--- src/rtl/mem_prog_ctrl_pkg.sv ---
// Shared definitions for the memory programmer: command codes, FSM states
// and the read-latency counter width.
package mem_prog_ctrl_pkg;

    typedef enum logic [1:0] {
        CMD_WRITE  = 2'd0,
        CMD_VERIFY = 2'd1,
        CMD_LOAD   = 2'd2,
        CMD_READ   = 2'd3
    } cmd_t;

    typedef enum logic [2:0] {
        ST_IDLE,
        ST_WRITE,
        ST_RD_WAIT,
        ST_RD_CAP,
        ST_INC
    } state_t;

    // Holds RD_LATENCY-1 for RD_LATENCY in 1..4.
    localparam int unsigned LAT_W = 2;

endpackage

--- src/rtl/mem_prog_ctrl_btn_debounce.sv ---
// Push-button conditioner: 2-flop synchroniser, stable-level debounce and a
// one-cycle pulse on each accepted press (release gives no pulse).
module btn_debounce #(
    parameter int unsigned DEBOUNCE_CYCLES = 50000
) (
    input  logic clock,
    input  logic reset,
    input  logic raw,
    output logic level,
    output logic rise_pulse
);

    localparam int unsigned CNT_W = (DEBOUNCE_CYCLES > 1) ? $clog2(DEBOUNCE_CYCLES) : 1;
    localparam logic [CNT_W-1:0] CNT_LAST = CNT_W'(DEBOUNCE_CYCLES - 1);

    logic             sync1;
    logic             sync2;
    logic [CNT_W-1:0] cnt;

    // cnt counts consecutive synchronised samples that differ from level;
    // the DEBOUNCE_CYCLES-th such sample flips level.
    always_ff @(posedge clock or posedge reset) begin
        if (reset) begin
            sync1      <= 1'b0;
            sync2      <= 1'b0;
            cnt        <= '0;
            level      <= 1'b0;
            rise_pulse <= 1'b0;
        end else begin
            sync1      <= raw;
            sync2      <= sync1;
            rise_pulse <= 1'b0;
            if (sync2 == level) begin
                cnt <= '0;
            end else if (cnt == CNT_LAST) begin
                level      <= sync2;
                rise_pulse <= sync2;
                cnt        <= '0;
            end else begin
                cnt <= cnt + CNT_W'(1);
            end
        end
    end

endmodule

--- src/rtl/mem_prog_ctrl.sv ---
// Program-mode memory controller: turns debounced button steps into write,
// read, verify and address-load transactions on a single memory port.
module mem_prog_ctrl
    import mem_prog_ctrl_pkg::*;
#(
    parameter int unsigned ADDR_W          = 8,
    parameter int unsigned DATA_W          = 8,
    parameter int unsigned DEBOUNCE_CYCLES = 50000,
    parameter int unsigned RD_LATENCY      = 1
) (
    input  logic              clock,
    input  logic              reset,
    input  logic              enable,
    input  logic              step_btn,
    input  logic [1:0]        cmd,
    input  logic [DATA_W-1:0] data_in,
    input  logic [DATA_W-1:0] mem_q,
    output logic [ADDR_W-1:0] mem_adrs,
    output logic [DATA_W-1:0] mem_data,
    output logic              mem_wr_en,
    output logic [DATA_W-1:0] rd_data,
    output logic              busy,
    output logic              wrapped,
    output logic              mismatch,
    output logic [7:0]        mismatch_cnt
);

    localparam logic [LAT_W-1:0] LAT_LOAD = LAT_W'(RD_LATENCY - 1);

    state_t            state;
    state_t            state_nxt;
    cmd_t              cmd_q;
    logic [DATA_W-1:0] opnd_q;
    logic [ADDR_W-1:0] addr_q;
    logic [LAT_W-1:0]  lat_cnt;
    logic              step;
    logic              accept;
    logic              rd_diff;

    btn_debounce #(
        .DEBOUNCE_CYCLES(DEBOUNCE_CYCLES)
    ) u_step_db (
        .clock     (clock),
        .reset     (reset),
        .raw       (step_btn),
        .level     (),
        .rise_pulse(step)
    );

    // Steps arriving while busy or disabled are dropped, never queued.
    assign accept  = step && enable && (state == ST_IDLE);
    assign rd_diff = (mem_q != opnd_q);

    always_ff @(posedge clock or posedge reset) begin
        if (reset) begin
            state <= ST_IDLE;
        end else begin
            state <= state_nxt;
        end
    end

    always_comb begin
        state_nxt = state;
        unique case (state)
            ST_IDLE: begin
                if (accept) begin
                    unique case (cmd_t'(cmd))
                        CMD_WRITE:            state_nxt = ST_WRITE;
                        CMD_VERIFY, CMD_READ: state_nxt = ST_RD_WAIT;
                        CMD_LOAD:             state_nxt = ST_IDLE;
                    endcase
                end
            end
            ST_WRITE:   state_nxt = ST_INC;
            ST_RD_WAIT: if (lat_cnt == '0) state_nxt = ST_RD_CAP;
            ST_RD_CAP:  state_nxt = (cmd_q == CMD_VERIFY) ? ST_INC : ST_IDLE;
            ST_INC:     state_nxt = ST_IDLE;
            default:    state_nxt = ST_IDLE;
        endcase
    end

    always_comb begin
        mem_wr_en = (state == ST_WRITE);
        busy      = (state != ST_IDLE);
    end

    always_ff @(posedge clock or posedge reset) begin
        if (reset) begin
            cmd_q        <= CMD_WRITE;
            opnd_q       <= '0;
            addr_q       <= '0;
            lat_cnt      <= '0;
            rd_data      <= '0;
            wrapped      <= 1'b0;
            mismatch     <= 1'b0;
            mismatch_cnt <= '0;
        end else begin
            if (accept) begin
                cmd_q   <= cmd_t'(cmd);
                opnd_q  <= data_in;
                lat_cnt <= LAT_LOAD;
                // LOAD_ADDR finishes here, so it takes data_in rather than opnd_q.
                if (cmd_t'(cmd) == CMD_LOAD) begin
                    addr_q       <= ADDR_W'(data_in);
                    wrapped      <= 1'b0;
                    mismatch     <= 1'b0;
                    mismatch_cnt <= '0;
                end
            end
            if (state == ST_RD_WAIT && lat_cnt != '0) begin
                lat_cnt <= lat_cnt - LAT_W'(1);
            end
            if (state == ST_RD_CAP) begin
                rd_data <= mem_q;
                if (cmd_q == CMD_VERIFY) begin
                    mismatch <= rd_diff;
                    if (rd_diff && mismatch_cnt != '1) begin
                        mismatch_cnt <= mismatch_cnt + 8'd1;
                    end
                end
            end
            if (state == ST_INC) begin
                addr_q <= addr_q + ADDR_W'(1);
                if (addr_q == '1) begin
                    wrapped <= 1'b1;
                end
            end
        end
    end

    assign mem_adrs = addr_q;
    assign mem_data = opnd_q;

endmodule

--- config.mk ---
export PLATFORM = sky130hd
export DESIGN_NAME = mem_prog_ctrl
export DESIGN_NICKNAME = d
export VERILOG_FILES = /design/src/rtl/mem_prog_ctrl_pkg.sv /design/src/rtl/mem_prog_ctrl_btn_debounce.sv /design/src/rtl/mem_prog_ctrl.sv
export SDC_FILE = /design/constraint.sdc
export NUM_CORES = 1
export LEC_CHECK = 0
export ABC_AREA = 1
export CAP_MARGIN = 20
export CORE_MARGIN = 2
export CORE_UTILIZATION = 40
export CTS_BUF_LIST = sky130_fd_sc_hd__clkbuf_16
export CTS_CLUSTER_DIAMETER = 60
export CTS_CLUSTER_SIZE = 30
export DETAILED_ROUTE_END_ITERATION = 6
export GPL_ROUTABILITY_DRIVEN = 0
export PLACE_DENSITY = 0.66
export SLEW_MARGIN = 10
export SYNTH_ARGS = -nofsm -noshare
export SYNTH_HDL_FRONTEND = slang
export SYNTH_SLANG_ARGS = --single-unit
--- constraint.sdc ---
create_clock -name clock -period 1.7 [get_ports clock]
set_input_delay 0.34 -clock clock [delete_from_list [all_inputs] [get_ports clock]]
set_output_delay 0.34 -clock clock [all_outputs]
set_load 0.05 [all_outputs]
==> out/metrics.yaml, run 1 <==
placed_design:
  dpl.hpwl_um: 5434
  portBuffers: 57
  post-place-ws_ns: -0.1151
  dp.cells: 523
global_route:
  overflow: 0
  antenna_found_initial: 0
  gr-usage-all-layers_pct: 18.75
  grt_first_pass_wirelength_um: 12370
  first_global_vias: 2613
  grt_max_degree: 22
critical_path:
  crit_type: "register to output port"
  reg2regPathDepth: 8
  cp-start-kind: "register"
  cp.required_ns: 1.36
  crit_fanout: 4
  endpoint_kind: "output port"
  worst_ep_arrival_time_ns: 1.27
detailed_routing:
  routed_wl_um: 7275
  drcViolationCount: 0
  wl_per_cell_um: 13.45
  antenna_left: 0
  vias_per_cell: 4.937
  dr.pass1.iters: 4
  num_vias: 2671
  drtIter0Drc: 159
worst_hold_path:
  hold_class: "register to register"
  whs_path_depth: 0
synthesis:
  synth_nets: 385
  yosys_warnings: 0
  ys.flop_type: "dfrtp_1"
  postSynthAreaPerCell_um2: 8.441
  synth_edf_count: 0
  ys_ff_latch: 61
  synthArstFlopShare_pct: 100.0
  synth_cell_types: 35
  postSynthCellCount: 359
  syn_area_um2: 3030
  ys_seq_area_share_pct: 50.37
clocking:
  cts_tree: "built"
  cts.clk_slew.worst_paths_ns: 0.05
  clockBufferDepth: 2
  numCtsBuffers: 9
  cts_sinks: 61
  cts_max_level: 3
  root_buffer: "clkbuf_16"
  clock_latency_ns: 0.32
timing:
  fin_ws_ns: 0.08502
  grt_setup_unrepaired: "yes"
  setup_tns_ns: 0
  hold_viol_final: 0
  tightest_slew_ns: 0.4925
  relSlewSlack_pct: 67.06
  finalCritPeriodShare_pct: 95.00
  finalMaxSlewViolations: 0
  fmax_mhz: 619.2
  fin_crit_ns: 1.615
  fin_skew_ns: 0.01007
  finalSetupViolCount: 0
floorplan:
  die_area_um2: 8288
  core.rowCount: 31
  io_pins: 58
  coreArea_um2: 7292
  fp.dieW_um: 91.04
  dieHeight_um: 91.04
  initial_core_util_pct: 41.56
power:
  powerDensity_nw_per_um2: 813.1
  vdd_drop_max_mv: 0.5759
  total_power_uw: 3356
  leakage_uw: 0.001928
final_layout:
  antenna_cells: 0
  area_growth_pct: 36.21
  nNetsFinal: 463
  drive_above_1_share_pct: 21.72
  fin_cells: 541
  fillers: 672
  fin_util_pct: 56.61
outcome:
  outcome: "finished, final reports clean"
job:
  max_cap_viol_count: 0
==> through the flow <==
stage	hold WS, ns	cell area (um2)
2_1_floorplan	0.3312	3042
3_3_place_gp	0.3358	3802
3_5_place_dp	0.3362	3802
4_1_cts	0.3534	4083
5_1_grt	0.3662	4128
6_report	0.3535	4128
==> worst max-delay path: stages, from the launching register on <==
cell and delay [ns]:
dfrtp_1 0.45, inv_2 0.09, nor3_2 0.24, buf_12 0.18
==> repair_timing <==
item | in CTS | in global routing
gates resized for setup | 1 | 6
buffers inserted | 0 | 1
endpoints found under the setup margin | 1 | 16
gates cloned | 0 | 1
hold buffers | 0 | 0
endpoints found under the hold margin | 0 | 0
pin swaps | 0 | 3
==> cell type report <==
class                           instances  area [um2]  share of cell area [%]
Sequential cell                        61        1529                   37.04
Multi-Input combinational cell        253        1369                   33.16
Clock inverter                          7       52.55                   1.273
Timing Repair Buffer                   70       665.6                   16.13
Inverter                               42       162.7                   3.941
Tap cell                               99       123.9                   3.001
Clock buffer                            9       225.2                   5.456
==> cells by family after synthesis <==
logic type,after synthesis,share of synthesized area (%)
adders and majority gates,4,1.652
DFF,61,50.37
xor gates and xnor gates,16,4.624
and+or+nand+nor,189,28.90
muxes,5,1.858
AOI/OAI and AO/OA,38,6.648
buffers and inverters,46,5.945
==> Yosys cell counts, types with 2 or more instances <==
master / count / share of area (%)
dfrtp_1: 61 / 50
nand2_1: 96 / 12
ha_1: 4 / 1.7
buf_2: 2 / 0.33
mux2_2: 5 / 1.9
nor2_1: 29 / 3.6
inv_1: 35 / 4.3
xnor2_1: 10 / 2.9
o21ai_1: 10 / 1.7
nand4_1: 9 / 1.9
nand3_1: 29 / 4.8
inv_2: 6 / 0.74
xor2_1: 6 / 1.7
a21oi_1: 8 / 1.3
nor2_4: 2 / 0.74
nor2_2: 6 / 1.2
or2_2: 2 / 0.41
o21ai_0: 17 / 2.8
nor3_1: 6 / 0.99
==> layer usage <==
layer	vias to the layer above	global-route usage (%)	routed length, um
li1	1322	-	-
met4	0	9.596	179
met3	15	3.071	366
met5	-	0	0
met2	84	30.19	3468
met1	1250	24.41	3261
==> state kept, by name, indices dropped and copies added, names as in the netlist <==
register / count
lat_cnt: 2
mem_adrs: 8
u_step_db.sync1: 1
wrapped: 1
u_step_db.rise_pulse: 1
rd_data: 8
u_step_db.cnt: 16
mismatch_cnt: 8
u_step_db.sync2: 1
mem_data: 8
state: 3
u_step_db.level: 1
cmd_q: 2
mismatch: 1
==> final timing paths <==
| check | start | endpoint | slack [ns] |
|---|---|---|---|
| min reg2reg | u_step_db.sync1 | u_step_db.sync2 | 0.35 |
| max | state[0] | mem_wr_en | 0.09 |
| min | u_step_db.sync1 | u_step_db.sync2 | 0.35 |
| max in group asynchronous | reset | u_step_db.cnt[6] | 0.83 |
| min in group asynchronous | reset | mem_adrs[5] | 0.36 |
| max reg2reg | u_step_db.cnt[0] | u_step_db.cnt[14] | 0.12 |
==> power breakdown <==
group	switching, uW	internal (uW)	leakage [uW]
combinational	114	88.9	0.00102
clock	572	1100	0.000149
sequential	9.69	1470	0.000761
total	696	2660	0.00193
==> placed cells by master (no fill, tap or decap), drive strengths merged <==
master	n
a21o	1
a21oi	8
a22oi	1
and3	1
buf	49
bufinv	1
clkbuf	9
clkdlybuf4s50	21
clkinv	3
clkinvlp	1
dfrtp	61
ha	4
inv	44
mux2	5
nand2	97
nand3	32
nand4	9
nor2	38
nor3	7
nor3b	1
nor4	1
o21ai	27
o221a	1
or2	4
xnor2	10
xor2	6
(Power assumes the default switching activity.)
==> run 2: changes to the inputs <==
--- a/config.mk
+++ b/config.mk
@@ -7,14 +7,13 @@
 export LEC_CHECK = 0
 export ABC_AREA = 1
 export CAP_MARGIN = 20
-export CORE_MARGIN = 2
 export CORE_UTILIZATION = 40
 export CTS_BUF_LIST = sky130_fd_sc_hd__clkbuf_16
 export CTS_CLUSTER_DIAMETER = 60
 export CTS_CLUSTER_SIZE = 30
 export DETAILED_ROUTE_END_ITERATION = 6
 export GPL_ROUTABILITY_DRIVEN = 0
-export PLACE_DENSITY = 0.66
+export PLACE_DENSITY = 0.63
 export SLEW_MARGIN = 10
 export SYNTH_ARGS = -nofsm -noshare
 export SYNTH_HDL_FRONTEND = slang
==> constraint.sdc (replaced) <==
create_clock -name clock -period 2 [get_ports clock]
set_input_delay 0.4 -clock clock [delete_from_list [all_inputs] [get_ports clock]]
set_output_delay 0.4 -clock clock [all_outputs]
set_load 0.05 [all_outputs]
==> run 2 against run 1 <==
Compared with the run above: non-clock buffer count fell by 7; setup slack got worse by 0.035 ns; critical path depth fell by 2; routed wire length fell by 6.9%; flip-flop and latch count did not move; critical path type unchanged.
==> out/metrics.yaml, run 2 (synthesized netlist as in run 1, its figures left out) <==
final_layout:
  fin_area_um2: 4083
  largest_register_ffs: 16
  fillers: 686
  final_common_cell: "nand2_1"
  drive_above_1_share_pct: 13.36
  antenna_cells: 0
  nNetsFinal: 455
  final_cell_mix: "nand2_1, dfrtp_1, clkdlybuf4s50_1, inv_1"
  regMostFlops: "u_step_db.cnt"
  fin_util_pct: 55.99
  fin_cells: 533
  area_growth_pct: 34.72
global_route:
  grt_first_pass_wirelength_um: 11070
  grt_max_degree: 26
  gr-usage-all-layers_pct: 18.91
  first_global_vias: 2319
  antenna_found_initial: 0
  overflow: 0
clocking:
  clockBufferDepth: 2
  cts_sinks: 61
  cts.clk_slew.worst_paths_ns: 0.05
  numCtsBuffers: 9
  cts_max_level: 3
  cts_tree: "built"
  clock_latency_ns: 0.33
  root_buffer: "clkbuf_16"
  ctsHoldBuffers: 0
critical_path:
  crit_fanout: 3
  crit_type: "register to output port"
  cp_slowest_stage_delay_ns: 0.82
  endpoint_kind: "output port"
  critical_path_buf_inv_count: 1
  cpLargestDelayFamily: "buffers and inverters"
  cp.required_ns: 1.60
  worst_ep_arrival_time_ns: 1.55
  cp-start-kind: "register"
  crit_chain: "clkdlybuf4s50_1"
  cp_slowest_cell: "clkdlybuf4s50_1"
timing:
  tightest_slew_ns: 0.5108
  grt_setup_unrepaired: "no"
  finalSetupViolCount: 0
  finalCritPeriodShare_pct: 97.48
  fmax_mhz: 512.9
  fin_skew_ns: 0.01064
  hold_viol_final: 0
  setup_tns_ns: 0
  relSlewSlack_pct: 65.84
  finalMaxSlewViolations: 0
  fin_crit_ns: 1.950
  fin_ws_ns: 0.05044
power:
  switching_share_pct: 20.36
  p_int_uw: 2401
  vdd_drop_max_mv: 0.5178
  p_clk_share_pct: 52.6
  seqPwrFrac_pct: 41.8
  powerDensity_nw_per_um2: 738.4
  pwr-share-comb_pct: 5.7
  leakage_uw: 0.001958
  p_sw_uw: 613.9
job:
  max_cap_viol_count: 0
worst_hold_path:
  hold_class: "register to register"
floorplan:
  die_area_um2: 7928
  dieHeight_um: 89.04
  core.rowCount: 31
  initial_core_util_pct: 41.56
  io_pins: 58
  coreArea_um2: 7292
  fp.dieW_um: 89.04
detailed_routing:
  drcViolationCount: 0
  antenna_left: 0
  wl_per_cell_um: 12.70
  num_vias: 2521
  routed_wl_um: 6770
  vias_per_cell: 4.730
  drtIter0Drc: 96
  dr.pass1.iters: 4
outcome:
  outcome: "finished, final reports clean"
placed_design:
  dpl.hpwl_um: 5036
  post-place-ws_ns: 0.09840
  dp.cells: 517
  place_area_um2: 3764
  portBuffers: 57
run 2: what timing repair did:
item	4_1_cts	5_1_grt
endpoints found under the setup margin	1	5
gates resized for setup	1	5
buffers inserted	0	0
hold endpoints to repair	0	0
run 2: area by class of cell:
| class | instances | area [um2] | share of cell area, % |
|---|---|---|---|
| clock buffer | 9 | 225.2 | 5.516 |
| clock inverter | 7 | 82.58 | 2.023 |
| inverter | 42 | 158.9 | 3.892 |
| multi-input combinational | 252 | 1324 | 32.42 |
| sequential | 61 | 1526 | 37.39 |
| tap | 99 | 123.9 | 3.034 |
| timing repair buffer | 63 | 641.9 | 15.72 |
run 2: routing by layer:
metal	vias to the layer above	track usage (%)	wire, um
met3	2	6.187	396
met1	1152	24.07	3139
met5	-	0	0
met4	0	6.061	47
li1	1301	-	-
met2	66	30.70	3186
run 2: path summary, 6_finish.rpt:
kind,to,startpoint,slack [ns],cells after the start
setup / recovery,mem_data[2],mem_data[2],0.05,1
hold / removal,u_step_db.sync2,u_step_db.sync1,0.35,0
setup reg to reg,u_step_db.cnt[9],u_step_db.cnt[0],0.30,8
hold reg to reg,u_step_db.sync2,u_step_db.sync1,0.35,0
max in group asynchronous,mem_data[2],reset,1.13,3
min in group asynchronous,u_step_db.cnt[2],reset,0.40,2
run 2: power by group through the flow:
stage                     combinational, uW  sequential [uW]  clock [uW]
after floorplan                        52.5             1310           0
after global placement                  173             1280           0
after detailed placement                174             1280           0
after CTS                               175             1260        1620
after global routing                    188             1260        1670
final                                   171             1260        1580
run 2: stage by stage:
stage	power, uW	hold WS (ns)
detailed placement	1454	0.3370
global placement	1452	0.3347
finish	3015	0.3455
global route	3123	0.3526
CTS	3051	0.3481
floorplan	1361	0.3312
==> edit, RTL diff (settings of run 2) <==
Re-encode `state_t` (5 states) as one-hot, 5 bits wide.
--- a/src/rtl/mem_prog_ctrl_pkg.sv
+++ b/src/rtl/mem_prog_ctrl_pkg.sv
@@ -9,12 +9,12 @@
         CMD_READ   = 2'd3
     } cmd_t;
 
-    typedef enum logic [2:0] {
-        ST_IDLE,
-        ST_WRITE,
-        ST_RD_WAIT,
-        ST_RD_CAP,
-        ST_INC
+    typedef enum logic [4:0] {
+        ST_IDLE    = 5'b00001,
+        ST_WRITE   = 5'b00010,
+        ST_RD_WAIT = 5'b00100,
+        ST_RD_CAP  = 5'b01000,
+        ST_INC     = 5'b10000
     } state_t;
 
     // Holds RD_LATENCY-1 for RD_LATENCY in 1..4.
Check against the original RTL: same outputs for any inputs over 10 cycles, from zero or initial values and one cycle with reset high; not proved beyond that.
==> edit against run 2 <==
Synthesized area is 5.6% higher; hold slack gained 0.0086 ns; sequential cell count increased by 2; routed wire length rose by 13%; register-to-register slack about the same; power decreased by 4.6%; synthesized cell count up 9.5%; count of clock-buffer cells in the layout did not move; global-route usage rose by 1.4 points; design area increased by 2.6%; worst setup slack got worse by 0.046 ns; clock skew is 0.0048 ns lower; critical path depth is the same; critical path type unchanged; critical endpoint is now mem_data[6].
==> edit: results (changes against run 2) <==
{| class="wikitable"
! Metric !! Value
|-
| Run status || completed (unchanged)
|-
| P_sw || 0.0005993 W (was 0.0006139 W)
|-
| Inverters, non-clock || 49 (was 42)
|-
| Vias in the first global route || 2,776 (was 2,319)
|-
| Setup clock skew after layout || 0.005890 ns (was 0.01064 ns)
|-
| Count of cell types in the netlist || 34 (was 35)
|-
| Global-route total usage across every layer || 20.26% (was 18.91%)
|-
| Static Leakage || 2.155 nW (was 1.958 nW)
|-
| Maximum number of pins on one net before global-route repair || 35 (was 26)
|-
| Final-layout clock-cell area share || 6.633% (was 7.539%)
|-
| Fillers || 745 (was 686)
|-
| Buffer count from post-CTS setup fixing || 0 (unchanged)
|-
| Total inserted antenna cells || 0 (unchanged)
|-
| Vias per cell || 4.859 (was 4.730)
|-
| Number of levels the H-tree was split into || 3 (unchanged)
|-
| Share of total power in the clock network || 51.2% (was 52.6%)
|-
| Buffer count excluding the clock tree in the final layout || 64 (was 63)
|-
| Relative area of non-clock buffer cells in the final design || 14.73% (was 15.72%)
|-
| Comb power || 0.000116 W (was 0.000171 W)
|-
| Sum of net half-perimeters after detailed placement || 5.635 mm (was 5.036 mm)
|-
| Multi-input gate count || 275 (was 252)
|-
| Worst hold stages || 0 (unchanged)
|-
| Worst vdd ir || 0.4634 mV (was 0.5178 mV)
|-
| Post-layout worst setup margin || 0.004058 ns (was 0.05044 ns)
|-
| Minimum setup slack after placement || 0.1111 ns (was 0.09840 ns)
|-
| Initial drt markers || 131 (was 96)
|-
| Detailed-router iteration count before antenna repair || 4 (unchanged)
|-
| Number of nets produced by synthesis || 419 (was 385)
|-
| Combined flip-flop and latch cell area || 1578 um2 (was 1526 um2)
|-
| Wire length of the first global-routing pass || 13.17 mm (was 11.07 mm)
|-
| Layout net count || 488 (was 455)
|-
| Fraction of area in multi-input gates || 33.52% (was 32.42%)
|-
| Total clock buffers created by CTS || 9 (unchanged)
|-
| Maximum clock path buffer count || 2 (unchanged)
|-
| Portion of the post-synthesis area used by sequential elements || 49.30% (was 50.37%)
|-
| Layout cells sized above 1 || 11.16% (was 13.36%)
|-
| Max-Slew Margin vs Limit || 65.38% (was 65.84%)
|-
| Max stage delay on crit path || 0.84 ns (was 0.82 ns)
|-
| Maximum fanout along the worst path || 3 (unchanged)
|-
| Final WL || 7.653 mm (was 6.770 mm)
|-
| Synthesis-stage register bit count || 63 (was 61)
|-
| Top area cells in the synthesized netlist || sky130_fd_sc_hd__dfrtp_1, sky130_fd_sc_hd__nand2_1, sky130_fd_sc_hd__nand3_1 (unchanged)
|-
| Yosys Warn Count || 0 (unchanged)
|-
| Most common library cells after synthesis || sky130_fd_sc_hd__nand2_1, sky130_fd_sc_hd__dfrtp_1, sky130_fd_sc_hd__inv_1 (unchanged)
|}
==> edit: cell count changes after synthesis, sizes merged, moves of 2 or more <==
cell	before	now
nor3b	1	3
nand2	97	104
inv	41	49
nand3	31	38
nand4	9	18
or2	4	1
xnor2	10	8
xor2	6	11
clkbuf	1	3
nor3	7	10
mux2	5	0
o21ai	27	20
nor2	38	44
==> edit: final timing paths <==
check	start	to	slack (ns)
worst max-delay path	mem_data[6]	mem_data[6]	0.004
worst min-delay path	u_step_db.sync1	u_step_db.sync2	0.35
worst max register to register	state[0]	mem_adrs[4]	0.30
worst min register to register	u_step_db.sync1	u_step_db.sync2	0.35
max in group asynchronous	reset	rd_data[4]	1.19
min in group asynchronous	reset	wrapped	0.47
==> edit: cells by family (layout without fill, tap and decap cells) <==
logic type,after synthesis,in the layout,share of synthesized area [%]
AND/OR/NAND/NOR,219,219,31.43
flip-flops,63,63,49.30
buffers and inverters,55,128,6.841
AO/OA/AOI/OAI,33,33,5.669
XOR/XNOR,19,19,5.199
adder cells (fa/ha/maj),4,4,1.564
==> edit: per-stage QoR <==
| step | cells | total power, W | area, um2 |
|---|---|---|---|
| floorplan | 393 | 0.001357 | 3201 |
| global placement | 553 | 0.001429 | 3896 |
| detailed placement | 553 | 0.001429 | 3896 |
| CTS | 568 | 0.002922 | 4173 |
| global route | 568 | 0.002990 | 4188 |
| finish | 568 | 0.002877 | 4188 |
==> edit: layer usage <==
layer | up-vias | GRT usage (%) | share of wire, %
met3 | 17 | 3.853 | 3.5
met2 | 58 | 30.95 | 46
met5 | - | 0 | 0
met4 | 0 | 9.921 | 2.6
li1 | 1416 | - | -
met1 | 1269 | 27.49 | 48
==> edit: what timing repair did <==
item	4_1_cts	5_1_grt
pin swaps	0	0
resized for setup	1	6
gates cloned	0	0
setup endpoints to repair	1	6
hold buffers	0	0
